$ cat src/rtl/iter_muldiv_unit.sv
// Multi-cycle RV32M multiply/divide unit: radix-2 shift-add multiply and
// restoring divide on operand magnitudes, with sign fix-up and a valid/ready handshake.
module iter_muldiv_unit #(
  parameter int XLEN         = 32,
  parameter bit SPECIAL_FAST = 1'b1
) (
  input  logic            clk,
  input  logic            reset,
  input  logic            in_valid,
  output logic            in_ready,
  input  logic [2:0]      funct3,
  input  logic [XLEN-1:0] op_a,
  input  logic [XLEN-1:0] op_b,
  input  logic            flush,
  output logic            out_valid,
  input  logic            out_ready,
  output logic [XLEN-1:0] result,
  output logic            busy
);

  localparam int CW = $clog2(XLEN + 1);

  typedef enum logic [1:0] {IDLE, CALC, FIX, DONE} state_t;

  state_t state, state_next;

  logic [2:0]        op_q;
  logic              neg_q;
  logic              neg_r;
  logic              special_q;
  logic [XLEN-1:0]   special_res_q;
  logic [XLEN-1:0]   addend_q;
  logic [2*XLEN-1:0] acc;
  logic [CW-1:0]     count;

  logic              accept;
  logic              a_signed_in, b_signed_in;
  logic              sa_in, sb_in;
  logic [XLEN-1:0]   abs_a_in, abs_b_in;
  logic              div0_in, ovf_in, special_in, fast_in;
  logic [XLEN-1:0]   special_res_in;

  logic [XLEN:0]     mul_sum;
  logic [XLEN:0]     div_trial;
  logic              div_ok;
  logic [XLEN-1:0]   div_rem;
  logic [2*XLEN-1:0] iter_next;
  logic [2*XLEN-1:0] prod_fix;
  logic [XLEN-1:0]   quo_fix, rem_fix;
  logic [XLEN-1:0]   fix_res;

  assign in_ready  = (state == IDLE);
  assign out_valid = (state == DONE);
  assign busy      = (state != IDLE);
  assign accept    = in_valid && in_ready && !flush;

  // Request decode: signedness per funct3, magnitudes and the two special divides.
  always_comb begin
    a_signed_in    = (funct3 == 3'b001) || (funct3 == 3'b010) ||
                     (funct3 == 3'b100) || (funct3 == 3'b110);
    b_signed_in    = (funct3 == 3'b001) || (funct3 == 3'b100) || (funct3 == 3'b110);
    sa_in          = a_signed_in && op_a[XLEN-1];
    sb_in          = b_signed_in && op_b[XLEN-1];
    abs_a_in       = sa_in ? -op_a : op_a;
    abs_b_in       = sb_in ? -op_b : op_b;
    div0_in        = funct3[2] && (op_b == '0);
    ovf_in         = funct3[2] && !funct3[0] &&
                     (op_a == {1'b1, {(XLEN-1){1'b0}}}) && (op_b == '1);
    special_in     = div0_in || ovf_in;
    special_res_in = div0_in ? (funct3[1] ? op_a : '1) : (funct3[1] ? '0 : op_a);
    fast_in        = SPECIAL_FAST && special_in;
  end

  always_comb begin
    state_next = state;
    case (state)
      IDLE: if (accept) state_next = fast_in ? DONE : CALC;
      CALC: if (count == CW'(XLEN - 1)) state_next = FIX;
      FIX:  state_next = DONE;
      DONE: if (out_ready) state_next = IDLE;
      default: state_next = IDLE;
    endcase
    if (flush) state_next = IDLE;
  end

  // One radix-2 step; acc is {product high, multiplier} or {remainder, dividend/quotient}.
  always_comb begin
    mul_sum   = {1'b0, acc[2*XLEN-1:XLEN]} + {1'b0, {XLEN{acc[0]}} & addend_q};
    div_trial = acc[2*XLEN-1:XLEN-1] - {1'b0, addend_q};
    div_ok    = !div_trial[XLEN];
    div_rem   = div_ok ? div_trial[XLEN-1:0] : acc[2*XLEN-2:XLEN-1];
    iter_next = op_q[2] ? {div_rem, acc[XLEN-2:0], div_ok}
                        : {mul_sum, acc[XLEN-1:1]};
  end

  always_comb begin
    prod_fix = neg_q ? -acc : acc;
    quo_fix  = neg_q ? -acc[XLEN-1:0] : acc[XLEN-1:0];
    rem_fix  = neg_r ? -acc[2*XLEN-1:XLEN] : acc[2*XLEN-1:XLEN];
    if (special_q)
      fix_res = special_res_q;
    else if (op_q[2])
      fix_res = op_q[1] ? rem_fix : quo_fix;
    else
      fix_res = (op_q == 3'b000) ? prod_fix[XLEN-1:0] : prod_fix[2*XLEN-1:XLEN];
  end

  always_ff @(posedge clk) begin
    if (reset) begin
      state         <= IDLE;
      count         <= '0;
      result        <= '0;
      op_q          <= '0;
      neg_q         <= 1'b0;
      neg_r         <= 1'b0;
      special_q     <= 1'b0;
      special_res_q <= '0;
      addend_q      <= '0;
      acc           <= '0;
    end else begin
      state <= state_next;
      if (accept) begin
        op_q          <= funct3;
        neg_q         <= sa_in ^ sb_in;
        neg_r         <= sa_in;
        special_q     <= special_in;
        special_res_q <= special_res_in;
        addend_q      <= funct3[2] ? abs_b_in : abs_a_in;
        acc           <= {{XLEN{1'b0}}, funct3[2] ? abs_a_in : abs_b_in};
        count         <= '0;
        if (fast_in) result <= special_res_in;
      end else if (state == CALC && !flush) begin
        acc   <= iter_next;
        count <= count + CW'(1);
      end else if (state == FIX && !flush) begin
        result <= fix_res;
      end
    end
  end

endmodule

$ cat config.mk
export PLATFORM = sky130hd
export DESIGN_NAME = iter_muldiv_unit
export DESIGN_NICKNAME = d
export VERILOG_FILES = /design/src/rtl/iter_muldiv_unit.sv
export SDC_FILE = /design/constraint.sdc
export NUM_CORES = 1
export LEC_CHECK = 0
export BUFFER_PORTS_ARGS = -buffer_cell sky130_fd_sc_hd__buf_2
export CORE_MARGIN = 5
export CORE_UTILIZATION = 35
export CTS_BUF_LIST = sky130_fd_sc_hd__clkbuf_4
export DETAILED_ROUTE_END_ITERATION = 12
export GPL_TIMING_DRIVEN = 0
export PLACE_DENSITY_LB_ADDON = 0.1
export RECOVER_POWER = 50
export SLEW_MARGIN = 20
export SYNTH_ARGS = -nofsm -noshare
export SYNTH_HDL_FRONTEND = slang
export SYNTH_SLANG_ARGS = --single-unit
$ cat constraint.sdc
create_clock -name clk -period 3.2 [get_ports clk]
set_input_delay 0.16 -clock clk [delete_from_list [all_inputs] [get_ports clk]]
set_output_delay 0.16 -clock clk [all_outputs]
set_load 0.02 [all_outputs]
==> run summary <==
The run finished, with violations left. The final reports fail on setup timing. The post-DP HPWL came out at approximately 64000 um. The endpoint class of the critical path is a flip-flop. The cell area after placement is 17320 um^2. The main flop type after synthesis is sky130_fd_sc_hd__dfxtp_1. Along the worst path, the maximum fanout reaches 10. The vias per cell came out at 6.177.

The detail route stage leaves a number of antenna-violating nets equal to 0. The die width is around 220 um. The final RePlAce weighted congestion came out at 1.024. The time the final worst path needs with I/O delays and setup came out at 3.474 ns.

STA puts the critical path data required time at between 3 and 4 ns. The class of the tightest hold or removal check is in -> reg. In this run the clock root is driven by a sky130_fd_sc_hd__clkbuf_4. Synthesis produced 2254 cells.

The quantity of I/O buffers inserted on ports came out at 103. The average instance in the mapped netlist occupies roughly 7.1 um^2. The proportion of synthesized chip area in sequential cells is 0.2174. The fraction of synthesized cell area taken by the top area cell type is 0.2174. The final hold violation count came out at 0. Max-cap violations in this run came to 0. The netlist area before placement came out at 16020 um^2.

In this run, synthesis produced a sequential element count of 174. The final worst clock skew is 0.03193 ns. For this design, the slowest cell found on the critical path is sky130_fd_sc_hd__clkbuf_1. The worst setup path is launched from a flip-flop. Dividing the detail-routed wire length by the instance count gives 26.71 um.

In this design, the critical path's most frequently occurring cell is sky130_fd_sc_hd__clkbuf_1. The worst hold path passes through 5 cells. Synthesis produced a netlist with a net count of between 2000 and 2500. At the pin with the least slew margin, the transition time is 1.105 ns. The post-synthesis compound-gate area fraction is 0.2973. Ranked by total cell area, the synthesized netlist is headed by sky130_fd_sc_hd__dfxtp_1, sky130_fd_sc_hd__nor2_1, sky130_fd_sc_hd__o21ai_0.

In the routed design, unresolved DRC markers number 0. Traced cell by cell, the critical path runs through inv_1, ha_1, nand2_1, nor2_1, clkbuf_1, clkbuf_2, clkbuf_1, o211ai_1, a21oi_1. The total number of yosys warnings came out at 0. The library cell with the largest summed area after synthesis is sky130_fd_sc_hd__dfxtp_1.

The leakage power is between 7 and 8 nW. The number of clock sinks seen by CTS came out at 174. The most common cell in the synthesized netlist is sky130_fd_sc_hd__nor2_1. The floorplan step defined a die boundary enclosing ~50000 um^2. The async set or reset register ratio after synthesis is 0. Of the total synthesized cell area, the portion taken by full adders, half adders and majority gates is 0.06091. The area of all placed cells without fillers is 19400 um^2. Counting flops with a built-in enable in the synthesized netlist gives 0.

The worst-case vdd ir drop is 0.2509 mV. The global-route wire length before repair came out at between 100000 and 150000 um. The setup-violating endpoint count in the final report is 70. The combinational family with the most area after synthesis is compound AO/OA/AOI/OAI gates.

After detailed routing, the total wire length is 81850 um. The number of buffers created by CTS is 17. Entering global routing, the biggest net connects 17 pins.

Measured along the y axis, the die boundary spans 224.0 um. The clock transition at the registers of the reported paths is 0.17 ns. The layout cell share with drive strength beyond 1 is 0.1747. The top-level port count is 107. The total overflow left after global routing is 0.

The CTS tree is built. From synthesis to final layout, the design area changed by 21.09%. Across every metal layer, demand over resource in global routing totals 0.3087. The number of buffers between clock root and the deepest sink is 2. The number of global-route vias before repair is 17510. At the later pin of the worst-skew pair, clock insertion delay measures around 0.7 ns. Total power for the finished layout comes to 6.653 mW. Of the total synthesized cell area, the portion taken by AND, OR, NAND and NOR gates is 0.2169. The number of levels in the clock H-tree is 4. The final worst setup slack is -0.2743 ns.

The max-slew violation count came out at 0. The max-slew headroom at the worst pin came out at 0.2637. The worst register-to-register path has a depth of 9. The number of antenna violations at the first check in global routing came out at 1. The number of unique standard cell types used by synthesis is 74. The starting density of the core came out at 0.3538.

The setup path with the least slack is of type reg -> reg. The arrival time at the worst endpoint is between 4 and 5 ns. At the end of the flow, the number of nets in the layout was 2599. The post-synthesis mux area share came out at 0.03631.

The floorplan has 78 rows. The highest achievable clock rate is 287.8 MHz. The power per unit of standard cell area came out at 342.9 nW/um^2. The core outline area is 45280 um^2. The biggest cell delay along the critical path came out at 0.75 ns. The total via count after detailed routing came out at 18930. In the synthesized netlist, the cells that appear most often are sky130_fd_sc_hd__nor2_1, sky130_fd_sc_hd__nand2_1, sky130_fd_sc_hd__o21ai_0. Setup repair after global routing could not meet its margin everywhere.

The first routing iteration left approximately 2200 violations. Dividing the final minimum period by the clock period gives 1.086. The number of search-and-repair iterations in the first detailed-routing pass is 9. The post-synthesis share of cell area spent on xor and xnor gates came out at 0.1126.
[cell type report]
| class | instances | area (um^2) |
|---|---|---|
| Fill cell | 4838 | 25880 |
| Multi-Input combinational cell | 1841 | 12510 |
| Sequential cell | 174 | 3550 |
| Timing Repair Buffer | 190 | 1211 |
| Inverter | 69 | 267.8 |
| Antenna cell | 3 | 7.507 |
| Clock buffer | 18 | 135.1 |
| Clock inverter | 12 | 163.9 |
| Buffer | 158 | 807.0 |
| Tap cell | 600 | 750.7 |
[state kept, by name (all words and copies together) (netlist names)]
| name | count |
|---|---|
| op_q | 3 |
| result | 32 |
| neg_r | 1 |
| count | 6 |
| acc | 64 |
| special_res_q | 32 |
| special_q | 1 |
| state | 2 |
| addend_q | 32 |
| neg_q | 1 |
[cell families (layout without fill, tap and decap cells)]
logic type      count (synthesis)  count (layout)
compound gates                739             739
buf+inv                       239             447
other cells                     0               3
mux                            54              54
fa+ha+maj                      77              77
xor+xnor                      206             206
flops                         174             174
simple gates                  765             765
[layout by cell type, fill, tap and decap left out, types with 15 or more instances in the layout]
| cell | Yosys | final |
|---|---|---|
| sky130_fd_sc_hd__nor3_1 | 63 | 53 |
| sky130_fd_sc_hd__buf_4 | 4 | 66 |
| sky130_fd_sc_hd__a211oi_1 | 59 | 40 |
| sky130_fd_sc_hd__ha_1 | 74 | 52 |
| sky130_fd_sc_hd__clkbuf_2 | 1 | 18 |
| sky130_fd_sc_hd__xor2_1 | 106 | 104 |
| sky130_fd_sc_hd__a21oi_1 | 188 | 176 |
| sky130_fd_sc_hd__o21ai_1 | 0 | 17 |
| sky130_fd_sc_hd__clkbuf_1 | 139 | 133 |
| sky130_fd_sc_hd__clkbuf_4 | 0 | 22 |
| sky130_fd_sc_hd__nor2_1 | 278 | 276 |
| sky130_fd_sc_hd__o31ai_1 | 34 | 30 |
| sky130_fd_sc_hd__mux2i_1 | 21 | 20 |
| sky130_fd_sc_hd__a211oi_2 | 0 | 17 |
| sky130_fd_sc_hd__o211ai_1 | 42 | 42 |
| sky130_fd_sc_hd__xnor2_1 | 100 | 97 |
| sky130_fd_sc_hd__buf_2 | 7 | 75 |
| sky130_fd_sc_hd__a31oi_1 | 19 | 17 |
| sky130_fd_sc_hd__o21ai_0 | 202 | 176 |
| sky130_fd_sc_hd__a21o_1 | 32 | 32 |
| sky130_fd_sc_hd__dlygate4sd3_1 | 0 | 25 |
| sky130_fd_sc_hd__nand2_1 | 231 | 229 |
| sky130_fd_sc_hd__nand3_1 | 34 | 32 |
| sky130_fd_sc_hd__dfxtp_1 | 174 | 149 |
| sky130_fd_sc_hd__mux2_2 | 33 | 33 |
| sky130_fd_sc_hd__or3_1 | 22 | 15 |
| sky130_fd_sc_hd__nand4_1 | 25 | 25 |
| sky130_fd_sc_hd__a222oi_1 | 32 | 32 |
| sky130_fd_sc_hd__inv_1 | 66 | 59 |
[worst max-delay path, delay by kind of cell (launching register included)]
family / cells / cell delay (ns)
buffers and inverters: 4 / 1.92
AO/OA/AOI/OAI: 2 / 0.50
flip-flops: 1 / 0.37
adder cells (fa/ha/maj): 1 / 0.33
AND/OR/NAND/NOR: 2 / 0.28
[timing repair]
item | CTS | global route
endpoints found under the setup margin | 121 | 83
pin swaps | 46 | 42
endpoints found under the hold margin | 23 | 0
buffers inserted | 43 | 18
hold buffers | 25 | 0
gates resized for setup | 218 | 108
[metrics by stage]
step                      TNS [ns]  utilization  hold WS, ns  std cells  setup slack, ns
after global routing        -14.30       0.4283      0.03008       3063          -0.3940
after floorplan           -0.02451            -       0.2393       2254         -0.02451
after CTS                   -1.026       0.4187     0.004398       3044          -0.2448
after detailed placement    -73.43       0.3824       0.4461       2958           -1.537
final                       -7.066       0.4284      0.04267       3065          -0.2743
after global placement      -69.16       0.3822       0.4383       2957           -1.631
[per-layer routing]
layer,wire (um),vias up,GRT usage
met3,7732,191,0.07509
met2,36680,919,0.4949
met1,34210,9217,0.4096
met5,0,-,0
li1,-,8604,-
met4,3226,0,0.1006
[worst paths after layout]
kind | start | endpoint | slack, ns
setup / recovery | state[0] | addend_q[6] | -0.27
setup reg to reg | state[0] | addend_q[6] | -0.27
hold reg to reg | addend_q[7] | addend_q[7] | 0.46
hold / removal | op_b[9] | acc[9] | 0.04
[power by group]
part	internal, mW	switching (mW)
clock	0.550	0.918
combinational	1.02	1.81
sequential	2.25	0.105
(Power assumes the default switching activity.)
